$ cat config.mk
export PLATFORM = sky130hd
export DESIGN_NAME = id_hazard_ctrl_flat
export DESIGN_NICKNAME = d
export VERILOG_FILES = /design/src/rtl/id_hazard_ctrl_if.sv /design/src/rtl/id_hazard_ctrl.sv /design/src/flat_wrapper.sv
export SDC_FILE = /design/constraint.sdc
export NUM_CORES = 1
export LEC_CHECK = 0
export CAP_MARGIN = 30
export CORE_MARGIN = 2
export CORE_UTILIZATION = 53
export CTS_CLUSTER_SIZE = 28
export DETAILED_ROUTE_END_ITERATION = 7
export GPL_TIMING_DRIVEN = 0
export MAX_ROUTING_LAYER = met4
export PLACE_DENSITY = 0.86
export SLEW_MARGIN = 15
export SYNTH_ARGS = -nofsm -noshare
export SYNTH_HDL_FRONTEND = slang
export SYNTH_SLANG_ARGS = --single-unit
$ cat constraint.sdc
create_clock -name i_clk -period 4.55 [get_ports i_clk]
set_clock_uncertainty 0.05 [all_clocks]
set_input_delay 0.455 -clock i_clk [delete_from_list [all_inputs] [get_ports i_clk]]
set_output_delay 0.455 -clock i_clk [all_outputs]
set_load 0.005 [all_outputs]
$ cat src/rtl/id_hazard_ctrl_if.sv
// Decode-stage issue control bundle: ID decode and writeback inputs, issue/stall/flush/halt outputs.
interface id_hazard_ctrl_if;
  logic       i_valid;
  logic [3:0] i_rdReg1;
  logic       i_rdReg1En;
  logic [3:0] i_rdReg2;
  logic       i_rdReg2En;
  logic [3:0] i_wrReg;
  logic       i_wrRegEn;
  logic       i_sawBr;
  logic       i_brTaken;
  logic       i_sawJ;
  logic       i_hlt;
  logic [3:0] i_wbReg;
  logic       i_wbEn;
  logic       o_issue;
  logic       o_stall;
  logic       o_flush;
  logic       o_haltDone;
  logic [1:0] o_state;

  modport master (
    output i_valid, i_rdReg1, i_rdReg1En, i_rdReg2, i_rdReg2En, i_wrReg, i_wrRegEn,
           i_sawBr, i_brTaken, i_sawJ, i_hlt, i_wbReg, i_wbEn,
    input  o_issue, o_stall, o_flush, o_haltDone, o_state
  );

  modport slave (
    input  i_valid, i_rdReg1, i_rdReg1En, i_rdReg2, i_rdReg2En, i_wrReg, i_wrRegEn,
           i_sawBr, i_brTaken, i_sawJ, i_hlt, i_wbReg, i_wbEn,
    output o_issue, o_stall, o_flush, o_haltDone, o_state
  );
endinterface

$ cat src/rtl/id_hazard_ctrl.sv
// ID-stage issue controller: RAW scoreboard, redirect flush window and halt drain sequencing.
module id_hazard_ctrl #(
  parameter int NREGS     = 16,
  parameter int FLUSH_CYC = 2
) (
  input  logic                 i_clk,
  input  logic                 i_rst,
  id_hazard_ctrl_if.slave      bus
);

  localparam int CW = $clog2(FLUSH_CYC + 1);

  typedef enum logic [1:0] {
    RUN    = 2'd0,
    FLUSH  = 2'd1,
    DRAIN  = 2'd2,
    HALTED = 2'd3
  } state_t;

  state_t           state_reg, state_next;
  logic [CW-1:0]    cnt_reg, cnt_next;
  logic [NREGS-1:0] busy_reg, busy_next, busy_eff;
  logic             hazard;
  logic             issue;
  logic             redirect;

  // Register file writes before it reads, so a same-cycle writeback hides the hazard.
  assign busy_eff[0]  = 1'b0;
  assign busy_next[0] = 1'b0;
  generate
    for (genvar gi = 1; gi < NREGS; gi++) begin : g_sb
      logic clr, set;
      assign clr           = bus.i_wbEn && (bus.i_wbReg == gi[3:0]);
      assign set           = issue && bus.i_wrRegEn && (bus.i_wrReg == gi[3:0]);
      assign busy_eff[gi]  = busy_reg[gi] && !clr;
      assign busy_next[gi] = set || (busy_reg[gi] && !clr);
    end
  endgenerate

  assign hazard = (bus.i_rdReg1En && busy_eff[bus.i_rdReg1]) ||
                  (bus.i_rdReg2En && busy_eff[bus.i_rdReg2]);

  assign issue    = !i_rst && (state_reg == RUN) && bus.i_valid && !hazard;
  assign redirect = bus.i_sawJ || (bus.i_sawBr && bus.i_brTaken);

  assign bus.o_issue    = issue;
  assign bus.o_stall    = !i_rst && (((state_reg == RUN) && bus.i_valid && hazard) ||
                                     (state_reg == DRAIN) || (state_reg == HALTED));
  assign bus.o_flush    = (state_reg == FLUSH);
  assign bus.o_haltDone = (state_reg == HALTED);
  assign bus.o_state    = state_reg;

  always_ff @(posedge i_clk or posedge i_rst) begin
    if (i_rst) begin
      state_reg <= RUN;
      cnt_reg   <= '0;
      busy_reg  <= '0;
    end else begin
      state_reg <= state_next;
      cnt_reg   <= cnt_next;
      busy_reg  <= busy_next;
    end
  end

  always_comb begin
    state_next = state_reg;
    cnt_next   = cnt_reg;
    unique case (state_reg)
      RUN: begin
        // HLT wins over a redirect in the same instruction.
        if (issue && bus.i_hlt) begin
          state_next = DRAIN;
        end else if (issue && redirect) begin
          state_next = FLUSH;
          cnt_next   = CW'(FLUSH_CYC);
        end
      end
      FLUSH: begin
        cnt_next = cnt_reg - 1'b1;
        if (cnt_reg == CW'(1)) begin
          state_next = RUN;
        end
      end
      DRAIN: begin
        if (busy_next == '0) begin
          state_next = HALTED;
        end
      end
      HALTED: begin
        state_next = HALTED;
      end
      default: begin
        state_next = RUN;
      end
    endcase
  end

endmodule

$ cat src/flat_wrapper.sv
// flat-port wrapper written by rule: the top's interface ports become plain ports
module id_hazard_ctrl_flat 
#(
  parameter int NREGS     = 16,
  parameter int FLUSH_CYC = 2
)
  (i_clk, i_rst, bus_i_valid, bus_i_rdReg1, bus_i_rdReg1En, bus_i_rdReg2, bus_i_rdReg2En, bus_i_wrReg, bus_i_wrRegEn, bus_i_sawBr, bus_i_brTaken, bus_i_sawJ, bus_i_hlt, bus_i_wbReg, bus_i_wbEn, bus_o_issue, bus_o_stall, bus_o_flush, bus_o_haltDone, bus_o_state);
  id_hazard_ctrl_if bus_i ();
  input  logic i_clk;
  input  logic i_rst;
  input wire logic [$bits(bus_i.i_valid)-1:0] bus_i_valid;
  input wire logic [$bits(bus_i.i_rdReg1)-1:0] bus_i_rdReg1;
  input wire logic [$bits(bus_i.i_rdReg1En)-1:0] bus_i_rdReg1En;
  input wire logic [$bits(bus_i.i_rdReg2)-1:0] bus_i_rdReg2;
  input wire logic [$bits(bus_i.i_rdReg2En)-1:0] bus_i_rdReg2En;
  input wire logic [$bits(bus_i.i_wrReg)-1:0] bus_i_wrReg;
  input wire logic [$bits(bus_i.i_wrRegEn)-1:0] bus_i_wrRegEn;
  input wire logic [$bits(bus_i.i_sawBr)-1:0] bus_i_sawBr;
  input wire logic [$bits(bus_i.i_brTaken)-1:0] bus_i_brTaken;
  input wire logic [$bits(bus_i.i_sawJ)-1:0] bus_i_sawJ;
  input wire logic [$bits(bus_i.i_hlt)-1:0] bus_i_hlt;
  input wire logic [$bits(bus_i.i_wbReg)-1:0] bus_i_wbReg;
  input wire logic [$bits(bus_i.i_wbEn)-1:0] bus_i_wbEn;
  output wire logic [$bits(bus_i.o_issue)-1:0] bus_o_issue;
  output wire logic [$bits(bus_i.o_stall)-1:0] bus_o_stall;
  output wire logic [$bits(bus_i.o_flush)-1:0] bus_o_flush;
  output wire logic [$bits(bus_i.o_haltDone)-1:0] bus_o_haltDone;
  output wire logic [$bits(bus_i.o_state)-1:0] bus_o_state;
  assign bus_i.i_valid = bus_i_valid;
  assign bus_i.i_rdReg1 = bus_i_rdReg1;
  assign bus_i.i_rdReg1En = bus_i_rdReg1En;
  assign bus_i.i_rdReg2 = bus_i_rdReg2;
  assign bus_i.i_rdReg2En = bus_i_rdReg2En;
  assign bus_i.i_wrReg = bus_i_wrReg;
  assign bus_i.i_wrRegEn = bus_i_wrRegEn;
  assign bus_i.i_sawBr = bus_i_sawBr;
  assign bus_i.i_brTaken = bus_i_brTaken;
  assign bus_i.i_sawJ = bus_i_sawJ;
  assign bus_i.i_hlt = bus_i_hlt;
  assign bus_i.i_wbReg = bus_i_wbReg;
  assign bus_i.i_wbEn = bus_i_wbEn;
  assign bus_o_issue = bus_i.o_issue;
  assign bus_o_stall = bus_i.o_stall;
  assign bus_o_flush = bus_i.o_flush;
  assign bus_o_haltDone = bus_i.o_haltDone;
  assign bus_o_state = bus_i.o_state;
  id_hazard_ctrl #(.NREGS(NREGS), .FLUSH_CYC(FLUSH_CYC)) u_core (.i_clk(i_clk), .i_rst(i_rst), .bus(bus_i));
endmodule
==> out/qor.csv <==
stage,metric,value,unit
grt,grt_max_degree,21,
placed_design,placed_cell_area,1780,sq um
critical_path,cp.depth,9,
synthesis,avgSynthCellArea,9.52,sq um
synthesis,yosysSeqAreaShare,33.5,%
critical_path,arrival,3.26,ns
grt,grt_pass1_wl,6.75,mm
routing,wl_per_cell,18.4,um
sta,fmaxAchievable,265,MHz
cts,ctsResizeCount,0,
routing,drc,0,
final_layout,diodes,0,
final_layout,fin_util,72.3,%
grt,antenna_found_initial,0,
grt,grt_overflow_total,0,
floorplan,rows,18,
final_layout,nNetsFinal,214,
synthesis,syn_inst,149,
synthesis,ys_async_sr_fraction,100,%
sta,tns,0,ns
synthesis,syn_nets,177,
routing,num_vias,1447,
power,peakVddDrop,0.264,mV
sta,final_hold_viol_count,0,
cts,hold_buffers,0,
floorplan,dieArea,3110,sq um
grt,grt_use_total,27.5,%
cts,clock_tree.buffer_depth,2,
grt,grt_pass1_vias,1444,
floorplan,num_io_pins,33,
final_layout,area_delta_synth_final,27.3,%
placed_design,dp_hpwl,3.11,mm
final_layout,drive_gt1_share,9.19,%
power,p_leak,0.000692,uW
critical_path,slowest_stage,clkdlybuf4s50_1,
critical_path,path_cells,"clkdlybuf4s50_1, nand2b_1, o21ai_1, nor3b_1, a2111oi_4, nor4_1, o21ai_0, a21oi_1, clkdlybuf4s50_1",
synthesis,yosysWarnings,0,
job,maxCapViolCount,0,
sta,slew_violations,0,
routing,viasPerCell,6.73,
synthesis,synth_edf_count,0,
critical_path,cp-start-kind,primary input,
floorplan,die_height,55.7,um
sta,rsz0062_at_grt,no,
sta,period_share,82.8,%
critical_path,reg2reg_depth,7,
routing,drt_iter0_drc,97,
synthesis,synth.cell_area,1420,sq um
cts,cts_buffers,3,
floorplan,coreArea,2500,sq um
sta,post-route-min-period,3.77,ns
hold_path,min-delay-path-class,flop to flop,
power,powerDensity,288,nW/um^2
routing,dr.pass1.iters,4,
synthesis,synth_seq_cells,19,
sta,tightest_slew,0.760,ns
synthesis,synth_ff_type,dfrtp_1,
sta,setup_viol,0,
cts,cts_tree,built,
routing,ant_nets,0,
critical_path,criticalPathCategory,primary input to output pin,
cts,post-cts-setup-buffers,0,
critical_path,critPathBufInv,2,
floorplan,initial_core_util,56.8,%
critical_path,cp_max_fo,7,
hold_path,worstHoldPathCells,1,
critical_path,cp_top_family,buffers and inverters,
cts,h-tree-depth,1,
placed_design,place.gp.congestion,0.866,
critical_path,crit_top_cell,clkdlybuf4s50_1,
synthesis,yosysUniqueCellTypes,46,
cts,insertion_delay,0.31,ns
routing,drt_wl_total,3.95,mm
critical_path,endpoint_kind,output pin,
sta,slew_headroom,49.3,%
run_status,status,completed,
floorplan,die_w,55.7,um
critical_path,max_stage_delay,0.60,ns
cts,clock_sinks,19,
power,total_power,521,uW
cts,path_clk_slew,0.13,ns
final_layout,fillers,201,
cts,root_buffer,clkbuf_4,
placed_design,port_buffers,32,
final_layout,largest_reg_flops,15,
critical_path,cp.required,4.05,ns
final_layout,finalInstanceArea,1810,sq um
-- synth_stat cells, types with 2 or more instances --
master / count / area, sq um
dfrtp_1: 19 / 475
o31ai_1: 13 / 97.6
nand2b_1: 10 / 62.6
mux2i_1: 9 / 90.1
o21ai_0: 8 / 40.0
o21ai_1: 8 / 40.0
nor3_1: 6 / 30.0
nand2_1: 5 / 18.8
nand3_1: 5 / 25.0
nor4_1: 5 / 31.3
inv_1: 4 / 15.0
nand3b_1: 4 / 30.0
nor3b_1: 4 / 30.0
a21oi_1: 3 / 15.0
nor2b_1: 3 / 18.8
o2111ai_1: 3 / 26.3
o41ai_1: 3 / 26.3
a2111oi_0: 2 / 17.5
a2111oi_4: 2 / 55.1
a311o_1: 2 / 20.0
nand4_1: 2 / 12.5
nor2_1: 2 / 7.51
o211ai_1: 2 / 15.0
o21ai_2: 2 / 17.5
xnor2_1: 2 / 17.5
-- kinds of logic after synthesis --
family	Yosys count	synth area share, %
AOI/OAI and AO/OA	53	29.0
xor gates and xnor gates	2	1.23
adders and majority gates	1	0.882
buffers and inverters	8	3.00
DFF	19	33.5
muxes	9	6.35
and+or+nand+nor	57	26.0
-- final timing paths --
check,slack (ns),from,endpoint
max in group asynchronous,3.40,i_rst,u_core.busy_reg[8]
min in group asynchronous,0.57,i_rst,u_core.cnt_reg[1]
worst max-delay path,0.78,bus_i_wbReg[0],bus_o_stall
worst max register to register,2.36,u_core.busy_reg[10],u_core.bus.o_state[0]
worst min register to register,0.47,u_core.cnt_reg[1],u_core.cnt_reg[1]
worst min-delay path,0.47,u_core.cnt_reg[1],u_core.cnt_reg[1]
-- metrics by stage --
step | setup slack, ns | cells | hold WS (ns)
after global routing | 0.617 | 215 | 0.506
after detailed placement | 0.859 | 211 | 0.452
final | 0.783 | 215 | 0.474
after CTS | 0.816 | 215 | 0.477
after global placement | 0.951 | 211 | 0.438
after floorplan | 2.15 | 149 | 0.362
-- cells in the final DEF (no fill, tap or decap), types with 2 or more instances in the layout --
cell type,n
nand3_1,5
inv_1,4
nand4_1,2
nor4_1,5
a2111oi_0,2
o2111ai_1,3
nor3b_1,4
a2111oi_4,2
nand3b_1,4
nand2_1,5
nor2_1,2
nor3_1,6
o41ai_1,3
nand2b_1,10
o21ai_1,8
nor2b_1,3
mux2i_1,9
o21ai_2,2
dfrtp_1,19
clkbuf_4,3
clkdlybuf4s50_1,32
xnor2_1,2
a21oi_1,3
o211ai_1,2
o31ai_1,13
a311o_1,2
o21ai_0,8
-- cell type report --
cell class              count  area (sq um)  area share [%]
plain buffers               3          23.8            1.32
well taps                  30          37.5            2.08
multi-input cells         122           901            49.9
repair buffers             32           320            17.7
flip-flops and latches     19           475            26.3
inverters                   5          18.8            1.04
clock inverters             1          7.51           0.416
clock buffers               3          22.5            1.25
-- layer usage --
metal | up-vias | track usage [%] | wire [um]
li1 | 669 | - | -
met1 | 685 | 35.2 | 1700
met2 | 75 | 44.7 | 1820
met3 | 18 | 4.65 | 291
met4 | 0 | 8.36 | 129
met5 | - | - | 0
-- power breakdown --
group	switching (uW)	internal, uW
registers	23.0	193
clock network	60.3	33.5
logic	97.6	113
total	181	340
(Power assumes the default switching activity.)
